===== src/rtl/tinyrv1_pkg.sv =====
// Shared TinyRV1 definitions: op codes, immediate kinds, RV32 opcode/funct fields
// and encoder error codes.
package tinyrv1_pkg;

  typedef enum logic [2:0] {
    OP_ADD  = 3'd0,
    OP_ADDI = 3'd1,
    OP_MUL  = 3'd2,
    OP_LW   = 3'd3,
    OP_SW   = 3'd4,
    OP_JAL  = 3'd5,
    OP_JR   = 3'd6,
    OP_BNE  = 3'd7
  } op_e;

  localparam logic [2:0] IMM_I    = 3'd0;
  localparam logic [2:0] IMM_S    = 3'd1;
  localparam logic [2:0] IMM_J    = 3'd2;
  localparam logic [2:0] IMM_B    = 3'd3;
  localparam logic [2:0] IMM_NONE = 3'd4;

  localparam logic [6:0] OPC_OP     = 7'b0110011;
  localparam logic [6:0] OPC_OP_IMM = 7'b0010011;
  localparam logic [6:0] OPC_LOAD   = 7'b0000011;
  localparam logic [6:0] OPC_STORE  = 7'b0100011;
  localparam logic [6:0] OPC_JAL    = 7'b1101111;
  localparam logic [6:0] OPC_JALR   = 7'b1100111;
  localparam logic [6:0] OPC_BRANCH = 7'b1100011;

  localparam logic [2:0] F3_ADD  = 3'b000;
  localparam logic [2:0] F3_MUL  = 3'b000;
  localparam logic [2:0] F3_ADDI = 3'b000;
  localparam logic [2:0] F3_LW   = 3'b010;
  localparam logic [2:0] F3_SW   = 3'b010;
  localparam logic [2:0] F3_JALR = 3'b000;
  localparam logic [2:0] F3_BNE  = 3'b001;

  localparam logic [6:0] F7_ADD = 7'b0000000;
  localparam logic [6:0] F7_MUL = 7'b0000001;

  typedef enum logic [1:0] {
    ERR_NONE  = 2'd0,
    ERR_RANGE = 2'd1,
    ERR_ALIGN = 2'd2
  } err_code_e;

  typedef struct packed {
    op_e         op;
    logic [4:0]  rd;
    logic [4:0]  rs1;
    logic [4:0]  rs2;
    logic [31:0] imm;
  } req_t;

  function automatic logic [2:0] imm_type_of(op_e op);
    case (op)
      OP_ADDI, OP_LW: return IMM_I;
      OP_SW:          return IMM_S;
      OP_BNE:         return IMM_B;
      OP_JAL:         return IMM_J;
      default:        return IMM_NONE;
    endcase
  endfunction

endpackage


===== src/rtl/tinyrv1_imm_pack.sv =====
// Packs a signed immediate into its I/S/B/J bit positions and flags values that
// the chosen format cannot represent.
module tinyrv1_imm_pack
  import tinyrv1_pkg::*;
(
  input  logic [31:0] imm,
  input  logic [2:0]  imm_type,
  output logic [31:0] field,
  output logic        range_err,
  output logic        align_err
);

  logic signed [31:0] simm;

  assign simm = signed'(imm);

  always_comb begin
    field     = '0;
    range_err = 1'b0;
    align_err = 1'b0;
    case (imm_type)
      IMM_I: begin
        field     = {imm[11:0], 20'b0};
        range_err = (simm < -32'sd2048) || (simm > 32'sd2047);
      end
      IMM_S: begin
        field     = {imm[11:5], 13'b0, imm[4:0], 7'b0};
        range_err = (simm < -32'sd2048) || (simm > 32'sd2047);
      end
      // B and J drop bit 0, so odd offsets are unencodable
      IMM_B: begin
        field     = {imm[12], imm[10:5], 13'b0, imm[4:1], imm[11], 7'b0};
        range_err = (simm < -32'sd4096) || (simm > 32'sd4094);
        align_err = imm[0];
      end
      IMM_J: begin
        field     = {imm[20], imm[10:1], imm[11], imm[19:12], 12'b0};
        range_err = (simm < -32'sd1048576) || (simm > 32'sd1048574);
        align_err = imm[0];
      end
      default: ;
    endcase
  end

endmodule


===== src/rtl/tinyrv1_inst_encoder.sv =====
// Two-stage TinyRV1 instruction encoder (request capture -> encoded word).
// Define TINYRV1_INST_ENCODER_STATS_EN to add saturating handshake/error counters.
module tinyrv1_inst_encoder
  import tinyrv1_pkg::*;
(
  input  logic        clk,
  input  logic        rst_n,
  input  logic        in_val,
  output logic        in_rdy,
  input  logic [2:0]  in_op,
  input  logic [4:0]  in_rd,
  input  logic [4:0]  in_rs1,
  input  logic [4:0]  in_rs2,
  input  logic [31:0] in_imm,
  output logic        out_val,
  input  logic        out_rdy,
  output logic [31:0] out_inst,
  output logic        out_err,
  output logic [1:0]  out_err_code
`ifdef TINYRV1_INST_ENCODER_STATS_EN
  ,
  output logic [15:0] cnt_inst,
  output logic [15:0] cnt_err
`endif
);

  logic      s1_val_q, s1_val_d;
  req_t      s1_req_q, s1_req_d;
  logic      s2_val_q, s2_val_d;
  logic [31:0] s2_inst_q, s2_inst_d;
  logic      s2_err_q, s2_err_d;
  err_code_e s2_code_q, s2_code_d;

  logic        in_fire, s1_adv, out_fire;
  logic [31:0] field, base, enc_inst;
  logic        range_err, align_err;
  err_code_e   enc_code;

  assign in_rdy   = !s1_val_q || !s2_val_q || out_rdy;
  assign in_fire  = in_val && in_rdy;
  assign s1_adv   = s1_val_q && (!s2_val_q || out_rdy);
  assign out_fire = s2_val_q && out_rdy;

  tinyrv1_imm_pack u_imm_pack (
    .imm       (s1_req_q.imm),
    .imm_type  (imm_type_of(s1_req_q.op)),
    .field     (field),
    .range_err (range_err),
    .align_err (align_err)
  );

  always_comb begin
    base = '0;
    case (s1_req_q.op)
      OP_ADD:  base = {F7_ADD, s1_req_q.rs2, s1_req_q.rs1, F3_ADD, s1_req_q.rd, OPC_OP};
      OP_MUL:  base = {F7_MUL, s1_req_q.rs2, s1_req_q.rs1, F3_MUL, s1_req_q.rd, OPC_OP};
      OP_ADDI: base = {12'b0, s1_req_q.rs1, F3_ADDI, s1_req_q.rd, OPC_OP_IMM};
      OP_LW:   base = {12'b0, s1_req_q.rs1, F3_LW, s1_req_q.rd, OPC_LOAD};
      OP_SW:   base = {7'b0, s1_req_q.rs2, s1_req_q.rs1, F3_SW, 5'b0, OPC_STORE};
      OP_JAL:  base = {20'b0, s1_req_q.rd, OPC_JAL};
      OP_JR:   base = {12'b0, s1_req_q.rs1, F3_JALR, 5'b0, OPC_JALR};
      OP_BNE:  base = {7'b0, s1_req_q.rs2, s1_req_q.rs1, F3_BNE, 5'b0, OPC_BRANCH};
      default: base = '0;
    endcase
    // range errors take priority over misalignment
    if (range_err) begin
      enc_code = ERR_RANGE;
    end else if (align_err) begin
      enc_code = ERR_ALIGN;
    end else begin
      enc_code = ERR_NONE;
    end
    enc_inst = (enc_code == ERR_NONE) ? (base | field) : 32'h0000_0000;
  end

  always_comb begin
    s1_val_d  = s1_val_q;
    s1_req_d  = s1_req_q;
    s2_val_d  = s2_val_q;
    s2_inst_d = s2_inst_q;
    s2_err_d  = s2_err_q;
    s2_code_d = s2_code_q;
    if (s1_adv) s1_val_d = 1'b0;
    if (in_fire) begin
      s1_val_d = 1'b1;
      s1_req_d = '{op: op_e'(in_op), rd: in_rd, rs1: in_rs1, rs2: in_rs2, imm: in_imm};
    end
    if (out_fire) s2_val_d = 1'b0;
    if (s1_adv) begin
      s2_val_d  = 1'b1;
      s2_inst_d = enc_inst;
      s2_err_d  = (enc_code != ERR_NONE);
      s2_code_d = enc_code;
    end
  end

  always_ff @(posedge clk or negedge rst_n) begin
    if (!rst_n) begin
      s1_val_q  <= 1'b0;
      s1_req_q  <= '0;
      s2_val_q  <= 1'b0;
      s2_inst_q <= '0;
      s2_err_q  <= 1'b0;
      s2_code_q <= ERR_NONE;
    end else begin
      s1_val_q  <= s1_val_d;
      s1_req_q  <= s1_req_d;
      s2_val_q  <= s2_val_d;
      s2_inst_q <= s2_inst_d;
      s2_err_q  <= s2_err_d;
      s2_code_q <= s2_code_d;
    end
  end

  assign out_val      = s2_val_q;
  assign out_inst     = s2_inst_q;
  assign out_err      = s2_err_q;
  assign out_err_code = s2_code_q;

`ifdef TINYRV1_INST_ENCODER_STATS_EN
  logic [15:0] cnt_inst_q, cnt_inst_d, cnt_err_q, cnt_err_d;

  always_comb begin
    cnt_inst_d = cnt_inst_q;
    cnt_err_d  = cnt_err_q;
    if (out_fire) begin
      if (cnt_inst_q != 16'hFFFF) cnt_inst_d = cnt_inst_q + 16'd1;
      if (s2_err_q && (cnt_err_q != 16'hFFFF)) cnt_err_d = cnt_err_q + 16'd1;
    end
  end

  always_ff @(posedge clk or negedge rst_n) begin
    if (!rst_n) begin
      cnt_inst_q <= '0;
      cnt_err_q  <= '0;
    end else begin
      cnt_inst_q <= cnt_inst_d;
      cnt_err_q  <= cnt_err_d;
    end
  end

  assign cnt_inst = cnt_inst_q;
  assign cnt_err  = cnt_err_q;
`endif

endmodule


===== config.mk =====
export PLATFORM = sky130hd
export DESIGN_NAME = tinyrv1_inst_encoder
export DESIGN_NICKNAME = d
export VERILOG_FILES = /design/src/rtl/tinyrv1_pkg.sv /design/src/rtl/tinyrv1_imm_pack.sv /design/src/rtl/tinyrv1_inst_encoder.sv
export SDC_FILE = /design/constraint.sdc
export NUM_CORES = 1
export LEC_CHECK = 0
export ABC_AREA = 1
export BUFFER_PORTS_ARGS = -buffer_cell sky130_fd_sc_hd__buf_2
export CAP_MARGIN = 20
export CELL_PAD_IN_SITES_DETAIL_PLACEMENT = 1
export CELL_PAD_IN_SITES_GLOBAL_PLACEMENT = 2
export CORE_UTILIZATION = 34
export CTS_CLUSTER_DIAMETER = 100
export DETAILED_ROUTE_END_ITERATION = 10
export PLACE_DENSITY = 0.85
export SLEW_MARGIN = 5
export SYNTH_ARGS = -nofsm -noshare
export SYNTH_HDL_FRONTEND = slang
export SYNTH_SLANG_ARGS = --single-unit

===== constraint.sdc =====
create_clock -name clk -period 4.05 [get_ports clk]
set_clock_uncertainty 0.1 [all_clocks]
set_input_delay 0.6075 -clock clk [delete_from_list [all_inputs] [get_ports clk]]
set_output_delay 0.6075 -clock clk [all_outputs]
set_load 0.05 [all_outputs]

== After elaboration in Yosys (flattened, before gate mapping) ==
Index checks and enable logic that the tools add are counted.
Operators by class
  muxes and demuxes: 12
  reductions and logical operators: 20
  equality and inequality tests: 10
  order comparisons: 6
  bitwise operators: 1
Operator list (number)
  32-bit case mux with 8 select lines: 1
  32-bit case mux with 4 select lines: 1
  32-bit by 12-bit greater-than comparator with 1-bit output, second input constant: 1
  32-bit by 13-bit greater-than comparator with 1-bit output, second input constant: 1
  32-bit by 21-bit greater-than comparator with 1-bit output, second input constant: 1
  32-bit by 12-bit < comparator with 1-bit output, second input constant: 1
  32-bit by 13-bit < comparator with 1-bit output, second input constant: 1
  32-bit by 21-bit < comparator with 1-bit output, second input constant: 1
  32-bit two-way mux: 1
  32-bit bitwise OR: 1
  3-bit by 2-bit == test with 1-bit output, second input constant: 4
  3-bit == test, second input constant: 4
  3-bit case mux with 4 select lines: 1
  3-bit by 1-bit == test with 1-bit output, second input constant: 2
  3-bit logical NOT: 2
  1-bit logical OR: 6
  2-bit nonzero test: 3
  2-bit OR reduction: 3
  1-bit two-way mux: 5
  2-bit two-way mux: 2
  1-bit logical AND: 3
  1-bit case mux with 3 select lines: 1
  1-bit logical NOT: 2
  2-bit logical NOT: 1
Storage, ports and cells
  output and inout port bits: 37
  register bits after elaboration: 87
  word-level logic and storage cells: 59
  input port bits: 54

== Depth between registers and ports, before layout ==
  depth in word-level cells: 10
  gate-level depth with buffers: 14

== By module ==
A second synthesis with hierarchy kept.
Second synthesis, totals
  cell total of the unflattened synthesis: 552
  area, all modules: 4171.5 µm²
By module, submodules not included
  tinyrv1_inst_encoder: area an instance 3523.4 µm², instances 1, seq. area each 2152.1 µm², cells an instance 401
  tinyrv1_imm_pack: area an instance 648.1 µm², instances 1, seq. area each 0.0 µm², cells an instance 151

== Worst setup path before layout ==
No wires, ideal clock.
  path kind: register -> register
  start: register s2_val_q, in the netlist out_val
  end: register s1_req_q[18] in the netlist's numbering
  path buffers: 2
  required time: 3.817 ns
  slack: 1.669 ns
  arrival: 2.149 ns
  cell stages (with the launch flop): 6
  path through: dfrtp_1 > nand3_1 > nand2_1 > clkbuf_1 > clkbuf_1 > a21oi_1
Between the ends
  longest elaborated chain between the ends: 4
Ends and longest elaborated chain
  start, declared: RTL line tinyrv1_inst_encoder.sv:29  | logic s2_val_q, s2_val_d;
  start signal, assigned: RTL line tinyrv1_inst_encoder.sv:108  | s2_val_q <= s2_val_d;
  1-bit logical NOT: RTL line tinyrv1_inst_encoder.sv:39  | assign in_rdy = !s1_val_q || !s2_val_q || out_rdy;
  1-bit logical OR (2 in a row): RTL line tinyrv1_inst_encoder.sv:39
  named net in_rdy: RTL line tinyrv1_inst_encoder.sv:9  | output logic in_rdy,
  1-bit logical AND: RTL line tinyrv1_inst_encoder.sv:40  | assign in_fire = in_val && in_rdy;
  end signal, assigned: RTL line tinyrv1_inst_encoder.sv:107  | s1_req_q <= s1_req_d;
  end, declared: RTL line tinyrv1_inst_encoder.sv:28  | req_t s1_req_q, s1_req_d;
The timed path passes the listed nets, and every way through them passes these cells.
A chain may end at the register's enable or synchronous reset.

== Worst setup path after layout ==
  start: register s1_req_q[47] in the netlist's numbering
  end: register s2_inst_q[30], in the netlist out_inst[30]
Between the ends
  longest elaborated chain between the ends: 10
  elaborated cells on any way between the ends: 21
Ends and longest elaborated chain
  3-bit by 2-bit == test with 1-bit output / 3-bit by 1-bit == test with 1-bit output (equally long branches): RTL line tinyrv1_pkg.sv:56  | case (op)
  2-bit OR reduction: RTL line tinyrv1_pkg.sv:56
  3-bit case mux with 4 select lines (*): RTL line tinyrv1_pkg.sv:56
  3-bit by 2-bit == test with 1-bit output: RTL line tinyrv1_imm_pack.sv:21  | case (imm_type)
  2-bit OR reduction (no source line)
  1-bit two-way mux: RTL line tinyrv1_imm_pack.sv:21
  2-bit two-way mux: RTL line tinyrv1_inst_encoder.sv:68  | end else if (align_err) begin
  2-bit two-way mux: RTL line tinyrv1_inst_encoder.sv:66  | if (range_err) begin
  2-bit logical NOT: RTL line tinyrv1_inst_encoder.sv:73  | enc_inst = (enc_code == ERR_NONE) ? (base | field) : 32'h0000_0000;
  32-bit two-way mux (*): RTL line tinyrv1_inst_encoder.sv:73
  end signal, assigned: RTL line tinyrv1_inst_encoder.sv:109  | s2_inst_q <= s2_inst_d;
  end, declared: RTL line tinyrv1_inst_encoder.sv:30  | logic [31:0] s2_inst_q, s2_inst_d;
Every way passes the cells marked *; elsewhere a longest branch is shown, timed or not.

==> impl_metrics.env <==
export IMPL_preCtsSetupSlack_ps=1711
export IMPL_rsz0062_at_grt="false"
export IMPL_synthesis_area_sq_um=3839
export IMPL_internal_power_mw=1.805
export IMPL_fp_dieW_um=108.3
export IMPL_yosysSeqAreaShare_pct=56.06
export IMPL_drt_wl_total_mm=9.657
export IMPL_std_cell_rows=38
export IMPL_grt_ovfl_total=0
export IMPL_power_switching_mw=1.166
export IMPL_area_growth_pct=23.08
export IMPL_avgSynthCellArea_sq_um=9.118
export IMPL_ios=91
export IMPL_diodes=0
export IMPL_multi_input_area_sq_um=1468
export IMPL_grt_pass1_vias=3229
export IMPL_fin_util_pct=43.20
export IMPL_hold_violations=0
export IMPL_slew_headroom_pct=53.00
export IMPL_hp_class="in2async"
export IMPL_power_mw=2.971
export IMPL_crit_top_cell="nand2_1"
export IMPL_num_vias=3092
export IMPL_timing_fmax_ghz=0.4491
export IMPL_fp_dieH_um=108.3
export IMPL_clock_path_buffers=2
export IMPL_powerDensity_nw_per_um2=628.8
export IMPL_max_stage_delay_ps=560
export IMPL_stdcell_area_sq_um=4725
export IMPL_p_clk_share_pct=28.1
export IMPL_end_kind="register"
export IMPL_report_final_slew_viol_count=0
export IMPL_hold_slack_ps=154.3
export IMPL_cts_htree_levels=3
export IMPL_wl_met1_mm=4.504
export IMPL_cp_num_buf_inv=2
export IMPL_yosysUniqueCellTypes=24
export IMPL_setup_viol=0
export IMPL_finalCriticalPeriod_ps=2227
export IMPL_ir_drop_v=0.0003402
export IMPL_ys_warn_count=0
export IMPL_grt_use_total_pct=18.10
export IMPL_critPathSlowestCell="nor2_4"
export IMPL_grt_max_degree=87
export IMPL_outcome="finished clean"
export IMPL_core_area_sq_um=10940
export IMPL_pwr_share_comb_pct=32.7
export IMPL_clk_latency_ps=340
export IMPL_drv_cap=0
export IMPL_antenna_found_initial=0
export IMPL_start_util_pct=35.10
export IMPL_cp_required_ps=4230
export IMPL_worst_ep_arrival_time_ps=2410
export IMPL_grt_pass1_wl_mm=16.01
export IMPL_leakage_nw=2.487
export IMPL_fin_nets=564
export IMPL_cts_repair_resized=0
export IMPL_regArea_sq_um=2152
export IMPL_firstDrtPassIters=4
export IMPL_clkTransAtPathRegs_ps=60
export IMPL_drive_gt1_share_pct=29.90
export IMPL_port_buffers=90
export IMPL_ant_nets=0
export IMPL_fill_cells=1319
export IMPL_post_cts_buffers=0
export IMPL_cts_sinks=86
export IMPL_period_share_pct=54.98
export IMPL_wl_met3_um=289
export IMPL_fin_cells=655
export IMPL_dpl_cell_area_sq_um=4403
export IMPL_cts_root_buf="clkbuf_16"
export IMPL_synth_nets=475
export IMPL_ctsHoldBuffers=0
export IMPL_routabilityCongestion=0.7452
export IMPL_wl_per_cell_um=14.74
export IMPL_switching_share_pct=39.25
export IMPL_synth_ff_latch_count=86
export IMPL_path_delay_family="simple AND/OR/NAND/NOR gates"
export IMPL_hpwlAfterDp_mm=7.098
export IMPL_start_kind="register"
export IMPL_vias_per_cell=4.721
export IMPL_syn_instance_count=421
export IMPL_setup_tns_ps=0
export IMPL_seq_power_share_pct=39.2
export IMPL_met2_length_mm=4.676
export IMPL_tightest_slew_ps=703.4
export IMPL_critPathKind="reg2reg"
export IMPL_die_area_sq_um=11720
export IMPL_drc=0
export IMPL_crit_path_cell_trace="nand2_1 -> inv_2 -> nor2_2 -> nor2_2 -> nand2_1 -> nand2_1 -> clkinv_1 -> nand3_4 -> nor2_4 -> nand3_1 -> nand2_1"
export IMPL_cts_tree="yes"
export IMPL_drtIter0Drc=89
export IMPL_dp_cells=638
export IMPL_highest_layer="met4"
export IMPL_cts_buffers=9
export IMPL_fin_ws_ps=1823
export IMPL_crit_path_max_fanout=30
-- power groups by stage --
stage	sequential, mW	clock (mW)	combinational (mW)
2_1_floorplan	1.52	0	0.374
3_5_place_dp	1.18	0	0.979
3_3_place_gp	1.17	0	0.965
4_1_cts	1.17	0.853	0.983
6_report	1.16	0.836	0.972
5_1_grt	1.19	0.889	1.06
-- cells in the mapped netlist, drive strengths merged --
master	number	area, sq um
nand2	142	535.5
dfrtp	86	2152
nor2	50	210.2
inv	33	123.9
mux2	33	371.6
a21oi	20	100.1
o21ai	15	75.07
nand3	14	92.59
buf	9	71.31
clkbuf	6	22.52
nand4	5	31.28
o22ai	5	31.28
o221ai	2	17.52
clkinv	1	3.750
-- kinds of logic after synthesis --
| group | after synthesis | synth area share [%] |
|---|---|---|
| buf+inv | 49 | 5.769 |
| mux | 33 | 9.681 |
| simple gates | 211 | 22.65 |
| compound gates | 42 | 5.835 |
| flops | 86 | 56.06 |
-- cells in the final DEF, fill, tap and decap left out, types with 3 or more instances in the layout --
cell type	Yosys	layout
nor2_1	45	45
inv_2	3	3
nor2_2	3	3
clkinv_2	0	3
nand4_1	5	5
mux2_2	33	33
dfrtp_1	86	86
nand3_1	11	11
o22ai_1	5	5
a21oi_1	20	20
nand2_1	141	140
buf_2	3	89
o21ai_0	14	14
inv_1	30	30
clkbuf_16	0	9
-- flip-flops by register name, summed over array words and instances, names as in the netlist --
register / cells
out_inst: 31
out_err: 1
s1_req_q: 50
out_err_code: 2
s1_val_q: 1
out_val: 1
-- worst register-to-register path: stages (launching register included) --
cell,delay [ps]
dfrtp_1,490
nand2_1,220
inv_2,50
nor2_2,140
nor2_2,50
nand2_1,60
nand2_1,50
clkinv_1,60
nand3_4,100
nor2_4,560
nand3_1,180
nand2_1,100
-- routing by layer --
metal / vias to the layer above / global-route usage, %
li1: 1525 / -
met1: 1498 / 23.48
met2: 57 / 29.89
met3: 12 / 2.833
met4: 0 / 7.915
met5: - / 0
-- worst paths after layout --
check / slack (ps) / to / from / cells past startpoint
worst min register to register: 370 / out_inst[22] / out_inst[22] / 2
min in group clk: 370 / out_inst[22] / out_inst[22] / 2
max in group asynchronous: 3060 / s1_req_q[49] / rst_n / 2
worst max register to register: 1820 / out_inst[30] / s1_req_q[47] / 11
worst min-delay path: 150 / s1_req_q[29] / rst_n / 1
worst max-delay path: 1820 / out_inst[30] / s1_req_q[47] / 11
-- final cells by class --
class / instances / share of cell area, %
clock buffers: 12 / 5.429
multi-input cells: 286 / 31.06
repair buffers: 93 / 10.59
flip-flops and latches: 86 / 45.55
well taps: 140 / 3.708
clock inverters: 4 / 0.9534
inverters: 34 / 2.701
Power figures use the tool's default switching activity.
